$ cat src/rtl/bsmm_input_loader.sv
// Purpose : assembles a stream of operand words into NUM_VALUES-word frames and
//           launches each complete frame onto the multiplier's values bus.
// Latency : 2 edges from the last-word accept to the start-high cycle when idle
//           (edge 1 marks the frame staged, edge 2 launches it).
// Backpressure: in_ready drops while a complete frame waits for the compute
//           window to close; in_ready returns in the same cycle start is high.
//
// Ports:
//   i_clk, i_rst       rising-edge clock, synchronous active-high reset
//   i_in_valid/o_in_ready, i_in_data, i_in_last
//                      operand word stream (valid/ready handshake)
//   o_values           NUM_VALUES x WIDTH frame to the multiplier, index 0 = first word
//   o_start            one-cycle launch pulse, coincident with new o_values
//   o_busy             compute window active
//   o_frame_error      one-cycle pulse on a short or long frame
module bsmm_input_loader #(
   parameter int NUM_VALUES     = 10,
   parameter int WIDTH          = 32,
   parameter int COMPUTE_CYCLES = 40
) (
   input  logic                              i_clk,
   input  logic                              i_rst,
   input  logic                              i_in_valid,
   output logic                              o_in_ready,
   input  logic [WIDTH-1:0]                  i_in_data,
   input  logic                              i_in_last,
   output logic [NUM_VALUES-1:0][WIDTH-1:0]  o_values,
   output logic                              o_start,
   output logic                              o_busy,
   output logic                              o_frame_error
);

   localparam int IDX_W = (NUM_VALUES > 1) ? $clog2(NUM_VALUES) : 1;
   localparam int CNT_W = $clog2(COMPUTE_CYCLES + 1);
   localparam logic [IDX_W-1:0] LAST_IDX = IDX_W'(NUM_VALUES - 1);

   logic [NUM_VALUES-1:0][WIDTH-1:0] r_stage;
   logic [NUM_VALUES-1:0][WIDTH-1:0] r_values;
   logic [IDX_W-1:0]                 r_idx;
   logic                             r_staged_full;
   logic [CNT_W-1:0]                 r_busy_cnt;
   logic                             r_start;
   logic                             r_frame_error;

   logic w_accept;
   logic w_last_slot;
   logic w_launch;

   assign o_in_ready  = !i_rst && !r_staged_full;
   assign w_accept    = i_in_valid && o_in_ready;
   assign w_last_slot = (r_idx == LAST_IDX);
   // A staged frame blocks acceptance, so a launch edge never carries a new word.
   assign w_launch    = r_staged_full && (r_busy_cnt == '0);

   // Staging buffer: contents are don't-care after reset, only the index matters.
   always_ff @(posedge i_clk) begin
      if (w_accept) begin
         r_stage[r_idx] <= i_in_data;
      end
   end

   always_ff @(posedge i_clk) begin
      if (i_rst) begin
         r_values      <= '0;
         r_idx         <= '0;
         r_staged_full <= 1'b0;
         r_busy_cnt    <= '0;
         r_start       <= 1'b0;
         r_frame_error <= 1'b0;
      end else begin
         r_start       <= w_launch;
         r_frame_error <= 1'b0;

         if (r_busy_cnt != '0) begin
            r_busy_cnt <= r_busy_cnt - 1'b1;
         end

         if (w_launch) begin
            r_values      <= r_stage;
            r_staged_full <= 1'b0;
            r_busy_cnt    <= CNT_W'(COMPUTE_CYCLES);
         end

         if (w_accept) begin
            if (w_last_slot) begin
               // Frame slot count reached: either a clean frame or an overrun.
               // On an overrun the word is dropped and the next word starts a frame.
               r_idx <= '0;
               if (i_in_last) begin
                  r_staged_full <= 1'b1;
               end else begin
                  r_frame_error <= 1'b1;
               end
            end else if (i_in_last) begin
               // Short frame: drop the partial words, values keeps the old frame.
               r_idx         <= '0;
               r_frame_error <= 1'b1;
            end else begin
               r_idx <= r_idx + 1'b1;
            end
         end
      end
   end

   assign o_values      = r_values;
   assign o_start       = r_start;
   assign o_busy        = (r_busy_cnt != '0);
   assign o_frame_error = r_frame_error;

endmodule

$ cat config.mk
export PLATFORM = sky130hd
export DESIGN_NAME = bsmm_input_loader
export DESIGN_NICKNAME = d
export VERILOG_FILES = /design/src/rtl/bsmm_input_loader.sv
export SDC_FILE = /design/constraint.sdc
export NUM_CORES = 1
export LEC_CHECK = 0
export CORE_AREA = 2 2 226 228
export CTS_CLUSTER_DIAMETER = 100
export DETAILED_ROUTE_END_ITERATION = 8
export DIE_AREA = 0 0 228 230
export PLACE_DENSITY_LB_ADDON = 0.3
export SYNTH_ARGS = -nofsm -noshare
export SYNTH_HDL_FRONTEND = slang
export SYNTH_SLANG_ARGS = --single-unit
$ cat constraint.sdc
create_clock -name i_clk -period 5.25 [get_ports i_clk]
set_input_delay 1.05 -clock i_clk [delete_from_list [all_inputs] [get_ports i_clk]]
set_output_delay 1.05 -clock i_clk [all_outputs]
set_load 0.01 [all_outputs]
==> run summary, run 1 <==
The run finished with clean final reports. The final layout contains routed wiring with a total length of 68300 um. For the final database, setup skew stands at 18.8 ps. The clock reaches the later pin of the worst-skew pair after 590 ps.

The xor-xnor portion of the synthesized cell area came out at 0.000392. For this design the ratio of total power to cell area is 414 mW/mm^2. After detailed placement, the total cell area comes to 0.0262 mm^2. The main combinational cell family by area after synthesis is compound AO/OA/AOI/OAI gates. Dividing the synthesized area by the synthesized cell count gives 11.9 um^2. After synthesis the netlist holds a flip-flop and latch count of 653. For the depth of the CTS H-tree, the log shows 3. The run gives 15 as the initial antenna violation count. The number of nets handed over by synthesis was 1914. The clock slew seen by the registers of the worst setup and hold paths was 60 ps. The kind of start point of the critical path is a register. Clock tree synthesis selected as its root buffer the cell clkbuf_16. The combinational share of power was 0.137. The number of max-capacitance violations reported is 0, and the number of clock buffers inserted by TritonCTS is 66. The region available for standard cell placement spans 0.0499 mm^2. Setup violations remaining at the end of the flow were counted as 0.

The share of post-route cells with drive strength above 1 was 0.0586; the clock net sink count was 653. The net switching power is 3380 uW. The part of the cycle the worst path needs was 0.673. The number of unique standard cell types used by synthesis came out at 35. For the effective utilization at floorplan, the log shows 0.448. The stage delay of the slowest cell on the critical path works out to 880 ps. Hold repair after CTS inserted 0 buffers. The maximum count of clock buffers along a single path is 3. The biggest fanout along the worst timing path is 230.

The worst-case IR drop observed on VDD is 0.000800 V. The length of the first detailed-routing pass in iterations came out at 7. Setup repair after global routing left no endpoint under its margin. The fraction of the mapped netlist area in compound gates was 0.149; the time the worst path needs with I/O delays and setup was 3530 ps.

Final number of max-transition violations: 0. The largest net degree at the start of global routing was 244; the clock network fraction of design power was 0.403. For the final routed database, the setup TNS stands at 0 ps. The area added between synthesis and finish is 27.4%, and the number of failing hold endpoints at the final stage is 0.

The fraction of power consumed by sequential logic was 0.460. The share of the yosys chip area belonging to registers came out at 0.729. For this run, design rule violations remaining after detail routing come to 0. The cell area after synthesis is 0.0223 mm^2. The critical path contains buffers and inverters numbering 3 combined. Die area: 0.0524 mm^2.

The first global-routing pass estimated 99000 um of wire. The placed wire-length estimate after detailed placement was 38000 um. The via count of the first global-routing pass is 15.4k, and the net total in the final layout is 2174. The worst setup path is captured at a register. The start-to-end type of the worst setup path is reg2reg. Yosys mapped a number of flops with a built-in enable equal to 320. On the critical path, the stage with the largest delay is an instance of buf_4.

The routability-driven placement congestion ratio came out at 0.764. The internal power of the cells totals 8390 uW. The leading register cell type out of synthesis was dfxtp_1. In this run the static leakage power is 0.00879 uW. TritonCTS built the clock tree. The finished cells cover 0.0285 mm^2. Post-CTS timing repair inserted 0 buffers for setup. The count of buffers added on input and output ports is 359.

The sequential cells in the finished layout cover a total of 0.0163 mm^2. The final-layout fill cell count is 4162, and the die boundary width is 228 um. The run gives 82 as the number of rows in the core area. In the post-synthesis netlist, the biggest area contributors are edfxtp_1, dfxtp_1, a21oi_1.

The number of DRC violations after detailed-routing iteration 0 came out at 1875. The biggest area contributor in the post-synthesis netlist is edfxtp_1. The actual slew at the worst max-slew pin works out to 1220 ps.

The tightest min-delay check is of the reg2reg type. The routed layout has 16.5k vias. The final cell count without fillers is 2860, and the fraction of power spent switching nets is 0.287. Traced cell by cell, the critical path runs through inv_1 > ha_1 > nor4b_2 > buf_12 > buf_4 > nand3_1 > a21oi_1. The adder-cell area share of the yosys netlist is 0.00280. The share of synthesized cell area in and, or, nand and nor gates is 0.0847, and the remaining antenna violation count after routing is 0.

The synthesized instance count is 1873. Hold is met by 476 ps. dfxtp_1 is the most common cell in the netlist.

The post-synthesis async set-or-reset flop share works out to 0. The run gives 0.181 as the worst-case headroom to the max-slew limit. During synthesis, Yosys emitted a total of 0 warnings. The tools report the cell total after placement as 2737.

Portion of netlist area occupied by mux cells: 0. The run gives 4030 ps as the arrival time of data at the critical path endpoint. After global routing the overflow that remains totals 0.

The logs give 0 for the number of instances resized during post-cts repair and 283 MHz for the maximum operating frequency. The area share of the largest cell type after synthesis works out to 0.430. Overall routing resource usage: 0.252.

After detailed routing, the average wire length per cell comes to 23.9 um. Pin placement for this block handled 360 I/O pins. In the routed layout, each cell is associated on average with a via count of 5.76. The tools report the combined area of the multi-input logic cells as 0.00531 mm^2. The die outline height was 230 um; the data required time at the worst endpoint was 5740 ps.

By count the netlist is led by dfxtp_1, a21oi_1, nand3_1. Cell class contributing the biggest share of worst-path delay: buffers and inverters.
[sequential cells by signal (all words and copies together) (netlist names)]
name / cells
r_idx: 4
r_staged_full: 1
o_values: 320
r_busy_cnt: 6
o_start: 1
o_frame_error: 1
r_stage: 320
[final timing paths]
| check | startpoint | cells past startpoint | slack (ps) | to |
|---|---|---|---|---|
| worst max-delay path | r_busy_cnt[0] | 7 | 1720 | o_values[126] |
| worst min-delay path | o_values[285] | 2 | 480 | o_values[285] |
| worst max register to register | r_busy_cnt[0] | 7 | 1720 | o_values[126] |
| worst min register to register | o_values[285] | 2 | 480 | o_values[285] |
[tightest hold or removal path, delay by kind of cell, from the launching register on]
kind / cells / cell delay [ps]
flip-flops: 1 / 300
AO/OA/AOI/OAI: 2 / 120
[metal layers]
metal | global-route usage | part of all wire
met5 | 0 | 0.00040
met4 | 0.113 | 0.036
met3 | 0.0471 | 0.083
met2 | 0.388 | 0.46
met1 | 0.350 | 0.42
[through the flow]
| stage | power (uW) | util | worst slack (ps) |
|---|---|---|---|
| 2_1_floorplan | 6690 | - | 1860 |
| 3_3_place_gp | 7090 | 0.526 | 1540 |
| 3_5_place_dp | 7120 | 0.526 | 1570 |
| 4_1_cts | 11800 | 0.571 | 1870 |
| 5_1_grt | 12200 | 0.571 | 1620 |
| 6_report | 11800 | 0.571 | 1720 |
[power groups by stage]
stage | Sequential [uW] | Clock (uW) | Combinational [uW]
after floorplan | 5500 | 0 | 1190
after global placement | 5520 | 0 | 1570
after detailed placement | 5520 | 0 | 1600
after CTS | 5410 | 4810 | 1610
after global routing | 5420 | 5010 | 1730
final | 5420 | 4740 | 1620
[cell type report]
class                   count  share of cell area
flip-flops and latches    653               0.572
well taps                 672              0.0295
clock buffers             102              0.0715
clock inverters            19             0.00633
multi-input cells        1032               0.187
diodes                      2            0.000176
inverters                   4            0.000528
repair buffers            376               0.133
[placed cells by master, fill, tap and decap left out, types with 4 or more instances in the layout]
cell type	instances
clkdlybuf4s50_1	358
dfxtp_1	333
a21oi_1	328
nand3_1	321
edfxtp_1	320
o21ai_0	292
clkbuf_16	73
o21ai_1	34
clkbuf_1	19
buf_4	12
clkinv_2	11
clkbuf_8	10
nand2_1	6
ha_1	5
buf_12	5
inv_1	4
nor3_1	4
and2_2	4
and2_1	4
nor2_1	4
[kinds of logic after synthesis]
logic type                 after synthesis
AOI/OAI and AO/OA                      660
DFF                                    653
and+or+nand+nor                        366
buffers and inverters                  188
adders and majority gates                5
xor gates and xnor gates                 1
No activity file was read; power rests on OpenSTA's default activity.
==> inputs of run 2 (changes only) <==
==> constraint.sdc (replaced) <==
create_clock -name i_clk -period 3.7 [get_ports i_clk]
set_input_delay 0.74 -clock i_clk [delete_from_list [all_inputs] [get_ports i_clk]]
set_output_delay 0.74 -clock i_clk [all_outputs]
set_load 0.01 [all_outputs]
==> run summary, run 2 (synthesized netlist as in run 1, its figures left out) <==
The count of endpoints failing setup in the final report is 0 (unchanged), and the post-placement cell area is 0.0265 mm^2 (+0.86%). The combined flip-flop and latch cell area was 0.0163 mm^2 (unchanged); the number of ports placed on the die boundary was 360 (unchanged). The die area came out at 0.0524 mm^2 (unchanged). The average vias per placed instance was 5.81 (+1.0%); the number of max-capacitance violations reported was 0 (unchanged). For the placed wire-length estimate after detailed placement, the log shows 39200 um (+2.9%). In the layout the commonest cells are clkdlybuf4s50_1, dfxtp_1, a21oi_1. The run gives 653 (unchanged) as the clock net sink count. The insertion delay of the later-clocked pin in the worst-skew pair is 610 ps (+20 ps). The worst register-to-register path begins at r_busy_cnt[0].

The die outline height works out to 230 um (unchanged). Highest ir drop seen on vdd: 0.00146 V (+82%). The run finished with clean final reports. The tools report the worst setup skew after layout as 24.7 ps (+5.96 ps). The area added between synthesis and finish works out to 28.1%. The cell class contributing the biggest share of worst-path delay was simple AND/OR/NAND/NOR gates. Walking the worst path, the cells encountered are inv_1 > ha_1 > nor4b_2 > nand2b_1 > clkdlybuf4s50_1. The logs give 0.00531 mm^2 (unchanged) for the combined area of the multi-input logic cells and 310 MHz for the maximum operating frequency.

The final number of max-transition violations was 0 (unchanged); the initial antenna violation count was 13 (-2). The part of the cycle the worst path needs came out at 0.872. TritonCTS built the clock tree.

Die boundary width: 228 um (unchanged). The length of the first detailed-routing pass in iterations was 5 (-2). The power per unit of standard cell area was 580 mW/mm^2 (+40%); the remaining antenna violation count after routing was 0 (unchanged).

The worst setup path is of the reg2out kind. The biggest fanout along the worst timing path came out at 6 (-97%). In this run the worst setup path begins at r_busy_cnt[0]. The post-route worst hold slack is 476 ps (+0.421 ps), and the worst-case register-to-register setup slack is 1100 ps (-620 ps).

For the routability-driven placement congestion ratio, the log shows 0.777 (+1.7%). The root buffer cell chosen for the clock tree is clkbuf_16. The via count of the first global-routing pass was 15.4k (+0.12%); the worst-case headroom to the max-slew limit was 0.205 (+0.0239). Setup repair after global routing left no endpoint under its margin. The largest net degree at the start of global routing is 202 (-17%). The total routed wirelength was 69800 um (+2.1%); the number of rows in the core area was 82 (unchanged).

The post-route cell area came out at 0.0286 mm^2 (+0.48%). The tools report the worst hold path startpoint as o_values[173]. Subtracting the final worst setup slack from the clock period gives 3230 ps.

The number of buffer cells added on primary ports was 359 (unchanged). The tools report the endpoint class of the critical path as an output port. The depth of the CTS H-tree came out at 3 (unchanged).

For the number of clock buffers inserted by TritonCTS, the log shows 66 (unchanged). For the post-CTS setup repair buffer count, the log shows 0 (unchanged). The library cell used most frequently in the layout, excluding fill and tap cells, is clkdlybuf4s50_1.

The number of failing hold endpoints at the final stage is 0 (unchanged), and the accumulated negative setup slack is 0 ps (unchanged). Post-route DRC violation count: 0 (unchanged). The logs give 4171 (+0.22%) for the final-layout fill cell count and 2960 ps (-2780 ps) for the data required time at the worst endpoint. The number of instances resized during post-cts repair came out at 0 (unchanged). The share of post-route cells with drive strength above 1 is 0.0631 (+0.00457). The worst hold path endpoint is o_values[173].

The run gives 0.258 (+0.00557) as the overall routing resource usage. Arrival time of data at the critical path endpoint: 2490 ps (-1540 ps). The run gives 2069 (+10%) as the number of DRC violations after detailed-routing iteration 0.

The total leakage power was 0.00886 uW (+0.83%); the net total in the final layout was 2189 (+0.69%). Average wire per cell in the routed design: 24.3 um (+1.6%). The area of the core region was 0.0499 mm^2 (unchanged); the worst reg2reg path depth was 6 (-1). The run gives 3 (unchanged) as the maximum count of clock buffers along a single path.

The worst hold path belongs to the class reg2reg. Actual slew at the worst max-slew pin: 1190 ps (-35.7 ps). The overall overflow remaining after global route is 0 (unchanged), and the number of vias after detailed routing is 16.7k (+1.6%). For the hold buffer count at CTS, the log shows 0 (unchanged). The stage delay of the slowest cell on the critical path came out at 540 ps (-340 ps).

The total buffers and inverters traversed by the critical path is 2 (-1), and the effective utilization at floorplan is 0.448 (unchanged). The clock slew seen by the registers of the worst setup and hold paths came out at 60 ps (about the same). The first-pass GRT wire length came out at 101000 um (+1.9%). The worst setup path is launched from a register. Endpoint of the most critical register-to-register path: o_values[170]. The slowest stage of the critical path is the nor4b_2 cell.

The count of cells along the worst hold path was 2 (unchanged).
run 2: cell types whose count changed in the layout (fill, tap and decap cells not counted), moves of 2 or more:
cell,change
clkbuf_16,-5
clkbuf_8,-2
clkinv_8,+2
buf_4,+6
clkinv_1,+7
clkinvlp_4,-3
inv_6,+3
buf_12,+9
clkbuf_1,-2
clkinv_4,+2
run 2: worst max-delay path by stage:
stage | to | slack (ps) | cells after the start
floorplan | r_stage[288] | 620 | 3
global placement | r_stage[119] | 430 | 5
detailed placement | r_stage[113] | 460 | 5
CTS | o_busy | 430 | 5
global route | o_busy | 330 | 5
finish | o_busy | 470 | 5
run 2: worst reg2reg max path: cells and delay by family, from the launching register on:
kind / cells / cell delay (ps)
simple gates: 2 / 1070
fa+ha+maj: 1 / 240
buf+inv: 2 / 670
flops: 1 / 330
compound gates: 1 / 210
run 2: routing by layer:
metal	part of all wire	global-route usage	wire length, um
met1	0.41	0.358	28400
met2	0.47	0.402	32900
met3	0.086	0.0474	5990
met4	0.036	0.106	2480
met5	0.00017	0	12
run 2: area by class of cell:
| cell class | instances | share of cell area |
|---|---|---|
| timing repair buffer | 391 | 0.140 |
| tap | 672 | 0.0294 |
| sequential | 653 | 0.569 |
| inverter | 4 | 0.000525 |
| multi-input combinational | 1032 | 0.186 |
| antenna | 1 | 0.0000875 |
| clock buffer | 93 | 0.0656 |
| clock inverter | 29 | 0.00893 |
run 2: power by group:
part / leakage (uW) / switching [uW] / internal (uW)
Sequential: 0.00557 / 55.8 / 7630
Clock: 0.00105 / 2750 / 3780
Combinational: 0.00224 / 2040 / 321
Total: 0.00886 / 4850 / 11700
run 2: metrics by stage:
step	worst slack, ps	total power [uW]	utilization	cells
5_1_grt	325	17100	0.573	2874
4_1_cts	431	16600	0.573	2874
3_3_place_gp	434	10100	0.531	2752
6_report	473	16600	0.573	2875
2_1_floorplan	621	9490	-	1873
3_5_place_dp	463	10100	0.531	2752
